--- config.mk ---
export PLATFORM = sky130hd
export DESIGN_NAME = pacoblaze_lockstep_monitor
export DESIGN_NICKNAME = d
export VERILOG_FILES = /design/src/rtl/pacoblaze_lockstep_monitor_pkg.sv /design/src/rtl/pacoblaze_lockstep_monitor_compare.sv /design/src/rtl/pacoblaze_lockstep_monitor.sv
export SDC_FILE = /design/constraint.sdc
export NUM_CORES = 1
export LEC_CHECK = 0
export ABC_AREA = 1
export CORE_ASPECT_RATIO = 0.8
export CORE_UTILIZATION = 49
export DETAILED_ROUTE_END_ITERATION = 16
export GPL_TIMING_DRIVEN = 0
export PLACE_DENSITY = 0.86
export SYNTH_ARGS = -nofsm -noshare
export SYNTH_HDL_FRONTEND = slang
export SYNTH_SLANG_ARGS = --single-unit
--- constraint.sdc ---
create_clock -name clk -period 2.7 [get_ports clk]
set_input_delay 0.27 -clock clk [delete_from_list [all_inputs] [get_ports clk]]
set_output_delay 0.27 -clock clk [all_outputs]
set_load 0.02 [all_outputs]
--- src/rtl/pacoblaze_lockstep_monitor_pkg.sv ---
// rtl/pacoblaze_lockstep_monitor_pkg.sv - shared widths, fail_kind bit positions and FSM encodings
package pacoblaze_lockstep_monitor_pkg;

    // Core geometry shared by both PicoBlaze-compatible cores
    localparam int CODE_DEPTH    = 10;
    localparam int OPERAND_WIDTH = 8;

    // Bit positions inside the 4-bit mismatch cause mask
    localparam int KIND_ADDR   = 0;
    localparam int KIND_STROBE = 1;
    localparam int KIND_PORTID = 2;
    localparam int KIND_OUTPRT = 3;
    localparam int KIND_W      = 4;

    // Monitor FSM encodings
    localparam logic [1:0] ST_IDLE = 2'd0;
    localparam logic [1:0] ST_RUN  = 2'd1;
    localparam logic [1:0] ST_PASS = 2'd2;
    localparam logic [1:0] ST_FAIL = 2'd3;

endpackage

--- src/rtl/pacoblaze_lockstep_monitor_compare.sv ---
// rtl/pacoblaze_lockstep_monitor_compare.sv - combinational per-cycle bus comparison of two cores
module lockstep_compare
    import pacoblaze_lockstep_monitor_pkg::*;
#(
    parameter int ADDR_W = CODE_DEPTH,
    parameter int DATA_W = OPERAND_WIDTH
) (
    input  logic [ADDR_W-1:0] a_address,
    input  logic [ADDR_W-1:0] b_address,
    input  logic [DATA_W-1:0] a_port_id,
    input  logic [DATA_W-1:0] b_port_id,
    input  logic [DATA_W-1:0] a_out_port,
    input  logic [DATA_W-1:0] b_out_port,
    input  logic              a_read_strobe,
    input  logic              b_read_strobe,
    input  logic              a_write_strobe,
    input  logic              b_write_strobe,
    input  logic              a_interrupt_ack,
    input  logic              b_interrupt_ack,
    output logic [KIND_W-1:0] flags
);

    logic port_active;
    logic write_active;

    // Port id only matters on an I/O access; out_port only on a write
    always_comb begin
        port_active  = a_read_strobe | b_read_strobe | a_write_strobe | b_write_strobe;
        write_active = a_write_strobe | b_write_strobe;
        flags = '0;
        flags[KIND_ADDR]   = (a_address != b_address);
        flags[KIND_STROBE] = ({a_read_strobe, a_write_strobe, a_interrupt_ack} !=
                              {b_read_strobe, b_write_strobe, b_interrupt_ack});
        flags[KIND_PORTID] = port_active  && (a_port_id  != b_port_id);
        flags[KIND_OUTPRT] = write_active && (a_out_port != b_out_port);
    end

endmodule

--- src/rtl/pacoblaze_lockstep_monitor.sv ---
// rtl/pacoblaze_lockstep_monitor.sv - lockstep verdict FSM, cycle counter and first-mismatch capture
module pacoblaze_lockstep_monitor
    import pacoblaze_lockstep_monitor_pkg::*;
#(
    parameter int ADDR_W = CODE_DEPTH,
    parameter int DATA_W = OPERAND_WIDTH,
    parameter int CYC_W  = 16
) (
    input  logic              clk,
    input  logic              reset,
    input  logic              enable,
    input  logic [CYC_W-1:0]  cycle_limit,
    input  logic [ADDR_W-1:0] a_address,
    input  logic [ADDR_W-1:0] b_address,
    input  logic [DATA_W-1:0] a_port_id,
    input  logic [DATA_W-1:0] b_port_id,
    input  logic [DATA_W-1:0] a_out_port,
    input  logic [DATA_W-1:0] b_out_port,
    input  logic              a_read_strobe,
    input  logic              b_read_strobe,
    input  logic              a_write_strobe,
    input  logic              b_write_strobe,
    input  logic              a_interrupt_ack,
    input  logic              b_interrupt_ack,
    output logic              busy,
    output logic              pass,
    output logic              fail,
    output logic [CYC_W-1:0]  cycle_count,
    output logic [CYC_W-1:0]  fail_cycle,
    output logic [3:0]        fail_kind,
    output logic [ADDR_W-1:0] fail_addr_a,
    output logic [ADDR_W-1:0] fail_addr_b
);

    localparam logic [CYC_W-1:0] CYC_ONE = CYC_W'(1);

    logic [1:0]        state_q, state_d;
    logic [CYC_W-1:0]  count_q, count_d;
    logic [CYC_W-1:0]  fail_cycle_q, fail_cycle_d;
    logic [3:0]        fail_kind_q, fail_kind_d;
    logic [ADDR_W-1:0] fail_addr_a_q, fail_addr_a_d;
    logic [ADDR_W-1:0] fail_addr_b_q, fail_addr_b_d;
    logic [KIND_W-1:0] flags;
    logic [CYC_W-1:0]  count_inc;

    lockstep_compare #(
        .ADDR_W (ADDR_W),
        .DATA_W (DATA_W)
    ) u_compare (
        .a_address       (a_address),
        .b_address       (b_address),
        .a_port_id       (a_port_id),
        .b_port_id       (b_port_id),
        .a_out_port      (a_out_port),
        .b_out_port      (b_out_port),
        .a_read_strobe   (a_read_strobe),
        .b_read_strobe   (b_read_strobe),
        .a_write_strobe  (a_write_strobe),
        .b_write_strobe  (b_write_strobe),
        .a_interrupt_ack (a_interrupt_ack),
        .b_interrupt_ack (b_interrupt_ack),
        .flags           (flags)
    );

    // Next-state: enable low dominates everything, then mismatch beats limit
    always_comb begin
        state_d       = state_q;
        count_d       = count_q;
        fail_cycle_d  = fail_cycle_q;
        fail_kind_d   = fail_kind_q;
        fail_addr_a_d = fail_addr_a_q;
        fail_addr_b_d = fail_addr_b_q;
        count_inc     = (count_q == '1) ? count_q : count_q + CYC_ONE;

        if (!enable) begin
            state_d       = ST_IDLE;
            count_d       = '0;
            fail_cycle_d  = '0;
            fail_kind_d   = '0;
            fail_addr_a_d = '0;
            fail_addr_b_d = '0;
        end else begin
            case (state_q)
                ST_IDLE: begin
                    state_d = ST_RUN;
                    count_d = '0;
                end
                ST_RUN: begin
                    count_d = count_inc;
                    if (flags != '0) begin
                        state_d       = ST_FAIL;
                        fail_cycle_d  = count_q;
                        fail_kind_d   = flags;
                        fail_addr_a_d = a_address;
                        fail_addr_b_d = b_address;
                    end else if ((cycle_limit != '0) && (count_q == cycle_limit - CYC_ONE)) begin
                        state_d = ST_PASS;
                    end
                end
                default: begin
                    state_d = state_q;
                end
            endcase
        end
    end

    // State and capture registers, cleared asynchronously by reset
    always_ff @(posedge clk or posedge reset) begin
        if (reset) begin
            state_q       <= ST_IDLE;
            count_q       <= '0;
            fail_cycle_q  <= '0;
            fail_kind_q   <= '0;
            fail_addr_a_q <= '0;
            fail_addr_b_q <= '0;
        end else begin
            state_q       <= state_d;
            count_q       <= count_d;
            fail_cycle_q  <= fail_cycle_d;
            fail_kind_q   <= fail_kind_d;
            fail_addr_a_q <= fail_addr_a_d;
            fail_addr_b_q <= fail_addr_b_d;
        end
    end

    // Outputs are decodes of registered state only
    always_comb begin
        busy        = (state_q == ST_RUN);
        pass        = (state_q == ST_PASS);
        fail        = (state_q == ST_FAIL);
        cycle_count = count_q;
        fail_cycle  = fail_cycle_q;
        fail_kind   = fail_kind_q;
        fail_addr_a = fail_addr_a_q;
        fail_addr_b = fail_addr_b_q;
    end

endmodule
# After elaboration in Yosys (flattened, before gate mapping)

Index checks and enable logic that the tools add are counted.

Add/sub/neg operators: 2
Equality and inequality tests: 14
Muxes and demuxes: 19
Bitwise operators: 4
Reductions and logical operators: 9

Operators by type and width:

| kind                                                | number |
|---|---|
| 2-to-1 mux 16 bit                                   | 5 |
| 2-to-1 mux 10 bit                                   | 6 |
| one-hot mux 16 bit (2 select lines)                 | 1 |
| adder 16 x 1 -> 16 bit, second input constant       | 1 |
| equality test 16 bit                                | 1 |
| equality test 16 bit, second input constant         | 1 |
| != test 8 bit                                       | 2 |
| nonzero test 16 bit                                 | 1 |
| subtractor 16 x 1 -> 16 bit, second input constant  | 1 |
| 2-to-1 mux 4 bit                                    | 3 |
| != test 10 bit                                      | 1 |
| 2-to-1 mux 2 bit                                    | 3 |
| AND reduction 2 bit                                 | 3 |
| equality test 2 bit, second input constant          | 2 |
| != test 2 x 1 -> 1 bit, second input constant       | 2 |
| != test 4 x 2 -> 1 bit, second input constant       | 1 |
| bitwise OR 1 bit                                    | 4 |
| one-hot mux 2 bit (2 select lines)                  | 1 |
| nonzero test 4 bit                                  | 1 |
| logical AND 1 bit                                   | 3 |
| != test 3 x 1 -> 1 bit, second input constant       | 1 |
| != test 3 bit                                       | 1 |
| != test 3 bit, second input constant                | 1 |
| equality test 2 x 1 -> 1 bit, second input constant | 1 |
| logical NOT 2 bit                                   | 1 |

Register bits after elaboration: 58
Input port bits: 77
Output and inout port bits: 59
Logic and storage cells: 54

# Depth between registers and ports, before layout

Word-level depth: 8
Mapped depth: 16

# Modules after synthesis

A second synthesis with hierarchy kept.

Cell total of the unflattened synthesis: 548
Area, all modules: 3794.9 sq um

By module, submodules not included:

| module                     | instances | cells each | area each (sq um) |
|---|---|---|---|
| pacoblaze_lockstep_monitor | 1         | 424        | 3260.6 |
| lockstep_compare           | 1         | 124        | 534.3 |

# Worst setup path after synthesis

OpenSTA, ideal clock, no wires.

Kind: register to register
Start: reg count_q[1], in the netlist cycle_count[1]
End: reg count_q[11], in the netlist cycle_count[11]
Data arrival time: 1.705 ns
Slack: 0.874 ns
Stages on the path, launching flop included: 12
Buffers on the path: 1
Clock period less this slack: 1.826 ns
Cell sequence: dfrtp_1 > ha_1 > nand2_1 > nor2_4 > nand3_2 > nor2_4 > nand3_1 > inv_2 > a31oi_4 > buf_6 > a31oi_1 > nor2_1

Word-level cells in the longest chain between the ends: 4

RTL lines:

| what                                | line                              | RTL |
|---|---|---|
| start: declaration                  | pacoblaze_lockstep_monitor.sv:38  | `logic [CYC_W-1:0] count_q, count_d;` |
| start signal: assignment            | pacoblaze_lockstep_monitor.sv:118 | `count_q <= count_d;` |
| adder 16 x 1 -> 16 bit              | pacoblaze_lockstep_monitor.sv:73  | `count_inc = (count_q == '1) ? count_q : count_q + CYC_ONE;` |
| 2-to-1 mux 16 bit                   | pacoblaze_lockstep_monitor.sv:73  |  |
| one-hot mux 16 bit (2 select lines) | pacoblaze_lockstep_monitor.sv:83  | `case (state_q)` |
| 2-to-1 mux 16 bit                   | pacoblaze_lockstep_monitor.sv:75  | `if (!enable) begin` |

Several ways; a longest one is shown, not always the timed one. The select of a mux whose other input is x is not followed.
A chain may end at the register's enable or synchronous reset.

# Worst setup path in the final report

Start: in cycle_limit[0]
End: reg state_q[0]

Word-level cells in the longest chain between the ends: 5

RTL lines:

| what                                      | line                              | RTL |
|---|---|---|
| start: declaration                        | pacoblaze_lockstep_monitor.sv:12  | `input logic [CYC_W-1:0] cycle_limit,` |
| subtractor 16 x 1 -> 16 bit               | pacoblaze_lockstep_monitor.sv:96  | `end else if ((cycle_limit != '0) && (count_q == cycle_limit - CYC_ONE)) begin` |
| equality test 16 bit                      | pacoblaze_lockstep_monitor.sv:96  |  |
| logical AND 1 bit *                       | pacoblaze_lockstep_monitor.sv:96  |  |
| != test 4 x 2 -> 1 bit (no source line) * | --                                |  |
| AND reduction 2 bit (no source line) *    | --                                |  |
| end signal: assignment                    | pacoblaze_lockstep_monitor.sv:117 | `state_q <= state_d;` |
| end: declaration                          | pacoblaze_lockstep_monitor.sv:37  | `logic [1:0] state_q, state_d;` |

Every way passes the cells marked *; elsewhere a longest branch is shown, timed or not.

==> key figures <==
Placement
  – Pre-CTS WS: 0.332 ns
  – GPL Wtd Cong: 0.916
  – Placed cells: 776
  – Dpl hpwl: 9020 um
  – IO Port Bufs: 134
  – Placed instance area: 5340 sq um

Cells and area
  – Nets@finish: 763
  – Share of layout cells above drive strength 1: 8.30%
  – Diodes inserted: 0
  – Final Cell Area: 5560 sq um
  – Non-filler instance count after layout: 792
  – Syn-to-layout area delta: 44.5%
  – Core Util, Final: 74.2%
  – FILL cells: 594

Synth
  – Post-synthesis xor/xnor area fraction: 6.37%
  – Synth Register Bits: 58
  – Adder and majority cell fraction of the synthesized area: 1.30%
  – Area contributors post-synth: dfrtp_1, nand2_1, nand3_1
  – Seq/Total Area, Yosys: 37.7%
  – Syn. warnings: 0
  – Synth top area share: 37.7%
  – Simple-gate share of the synthesized area: 33.9%
  – Post-Synthesis Cells: 536
  – Syn_nets: 617
  – Synth top cells by count: nand2_1, inv_1, nand3_1
  – Post-synthesis mux area share: 0%
  – Synth unique cells: 36
  – Largest family of logic cells by synthesized area: simple AND/OR/NAND/NOR gates
  – Ys flop type: dfrtp_1
  – Syn_area_per_cell: 7.18 sq um
  – Async SR Flop Fraction: 100%
  – Area of the mapped netlist: 3850 sq um
  – EDFF count, synth: 0
  – Area leader, netlist: dfrtp_1
  – Most common cell in the synthesized netlist: nand2_1
  – Complex-gate fraction of the synthesized area: 9.33%

Pwr
  – VDD IR max: 0.000378 V
  – PwrDens: 507 nW/um^2
  – Pleak: 2.52 nW

Setup path
  – Worst Path Arrival: 2.26 ns
  – Startpoint Class: primary input
  – Worst setup EP type: register
  – Critical Path RT: 2.92 ns
  – CP max FO: 7
  – Crit Path Class: primary input to register

Die
  – Starting Density: 51.4%
  – Row cnt: 28
  – IO Count: 136
  – Die Area: 8220 sq um
  – Core area: 7500 sq um
  – Die Width: 101 um
  – Die Ht: 81.3 um

GRT
  – GRT Residual Overflow: 0
  – Largest net degree at the start of global routing: 41
  – First-pass GRT wire length: 18900 um
  – Vias in the first global route: 3947
  – Initial antenna violation count: 0
  – GRT Overall Usage: 29.8%

Timing
  – Setup TNS: 0 ns
  – Worst-Margin Slew: 0.462 ns
  – Max Fclk: 0.490 GHz
  – RSZ-0062 raised after global routing: false
  – Final setup viols: 0
  – Final worst path period share: 75.6%
  – Worst setup margin: 0.658 ns
  – Final hold violation count: 0
  – Pins Over Slew Limit: 0
  – Rel. slew slack: 68.9%
  – Setup Skew: 0.00539 ns
  – Post-route minimum period: 2.04 ns

CTS
  – Setup Buffers After CTS: 0
  – CTS Buf Count: 9
  – TritonCTS sink count: 58
  – Clock Tree Buf Depth: 2
  – CTS tree: yes
  – Clock Latency Late Sink: 0.33 ns
  – H-tree depth: 3
  – Clk root buf: clkbuf_8
  – CTS resizes: 0
  – Clock slew at reported path FFs: 0.07 ns
  – Hold-fix buffers at CTS: 0

Drt
  – Post-route ant nets: 0
  – Violation count after the first detailed-route iteration: 284
  – Routed wire length per instance: 14.5 um
  – Via count: 4166
  – DRC Markers: 0
  – First-pass iteration count of the detailed router: 5
  – Via-to-Cell Ratio: 5.26
  – Drt total wl: 11500 um

Run
  – # Max-Cap Violations: 0

Outcome
  – Status: finished, final reports clean

Min path
  – Worst Hold Class: primary input to async pin
[cell families after synthesis]
logic type               count (synthesis)
adder cells (fa/ha/maj)                  4
flip-flops                              58
AND/OR/NAND/NOR                        277
AO/OA/AOI/OAI                           66
XOR/XNOR                                28
buffers and inverters                  103
[routing by layer]
layer | GRT usage [%] | vias up | share of wire, %
met5 | 0 | - | 0
met2 | 49.2 | 198 | 47
met1 | 40.1 | 1923 | 43
met3 | 5.77 | 25 | 8.4
li1 | - | 2020 | -
met4 | 8.12 | 0 | 1.9
[worst paths after layout]
kind / slack, ns / to / start / depth (start not counted)
worst min-delay path: 0.25 / fail_cycle[6]$_DFFE_PP0P_ / reset / 2
worst max-delay path: 0.66 / state_q[0]$_DFFE_PP0P_ / cycle_limit[0] / 16
min in group clk: 0.46 / state_q[1]$_DFFE_PP0P_ / enable / 5
worst min register to register: 0.52 / fail_cycle[0]$_DFFE_PP0P_ / fail_cycle[0]$_DFFE_PP0P_ / 2
worst max register to register: 0.73 / cycle_count[5]$_DFFE_PP0P_ / cycle_count[1]$_DFFE_PP0P_ / 10
max in group asynchronous: 1.88 / fail_cycle[3]$_DFFE_PP0P_ / reset / 3
[final cells by class]
| type | instances | area, sq um | share of cell area (%) |
|---|---|---|---|
| Multi-Input combinational cell | 375 | 1960 | 35.3 |
| Clock inverter | 5 | 77.6 | 1.39 |
| Inverter | 85 | 324 | 5.83 |
| Tap cell | 105 | 131 | 2.36 |
| Clock buffer | 11 | 141 | 2.54 |
| Timing Repair Buffer | 135 | 1360 | 24.5 |
| Buffer | 18 | 114 | 2.05 |
| Sequential cell | 58 | 1450 | 26.1 |
[sequential cells by signal, summed over array words and instances (netlist names)]
name / flops
cycle_count: 16
fail_cycle: 16
fail_addr_a: 10
fail_addr_b: 10
fail_kind: 4
state_q: 2
[report_power, final]
part,switching (mW),leakage (nW),internal (mW)
Clock,0.357,0.109,0.542
Sequential,0.0591,0.794,0.947
Combinational,0.516,1.62,0.400
[per-stage QoR]
stage	total power [mW]	hold WS [ns]
finish	2.82	0.252
global route	2.95	0.304
CTS	2.83	0.252
detailed placement	1.93	0.502
global placement	1.90	0.496
floorplan	1.51	0.400
[critical path, cell delays in order]
cell and delay, ns:
clkdlybuf4s50_1 0.42, inv_1 0.14, ha_1 0.25, nand2_2 0.11
nor2_4 0.21, nand2_1 0.10, nand2_1 0.07, nand2_1 0.08
inv_1 0.06, nand3_1 0.09, nor2_1 0.10, nand3_1 0.11
nand2_1 0.09, nand2_1 0.05, nand2_1 0.06, nand2_1 0.05
[layout by cell type, fill, tap and decap left out, types with 6 or more instances in the layout]
cell | synthesis | final
xnor2_1 | 8 | 8
clkbuf_1 | 5 | 6
o21ai_1 | 31 | 31
nand3_1 | 72 | 72
clkbuf_8 | 0 | 10
nor3_1 | 9 | 9
inv_1 | 79 | 78
nor2_1 | 37 | 37
nand2_1 | 118 | 118
dfrtp_1 | 58 | 58
xor2_1 | 20 | 20
clkdlybuf4s50_1 | 0 | 134
nand4_1 | 14 | 14
o21ai_0 | 24 | 24
(Power assumes the default switching activity.)
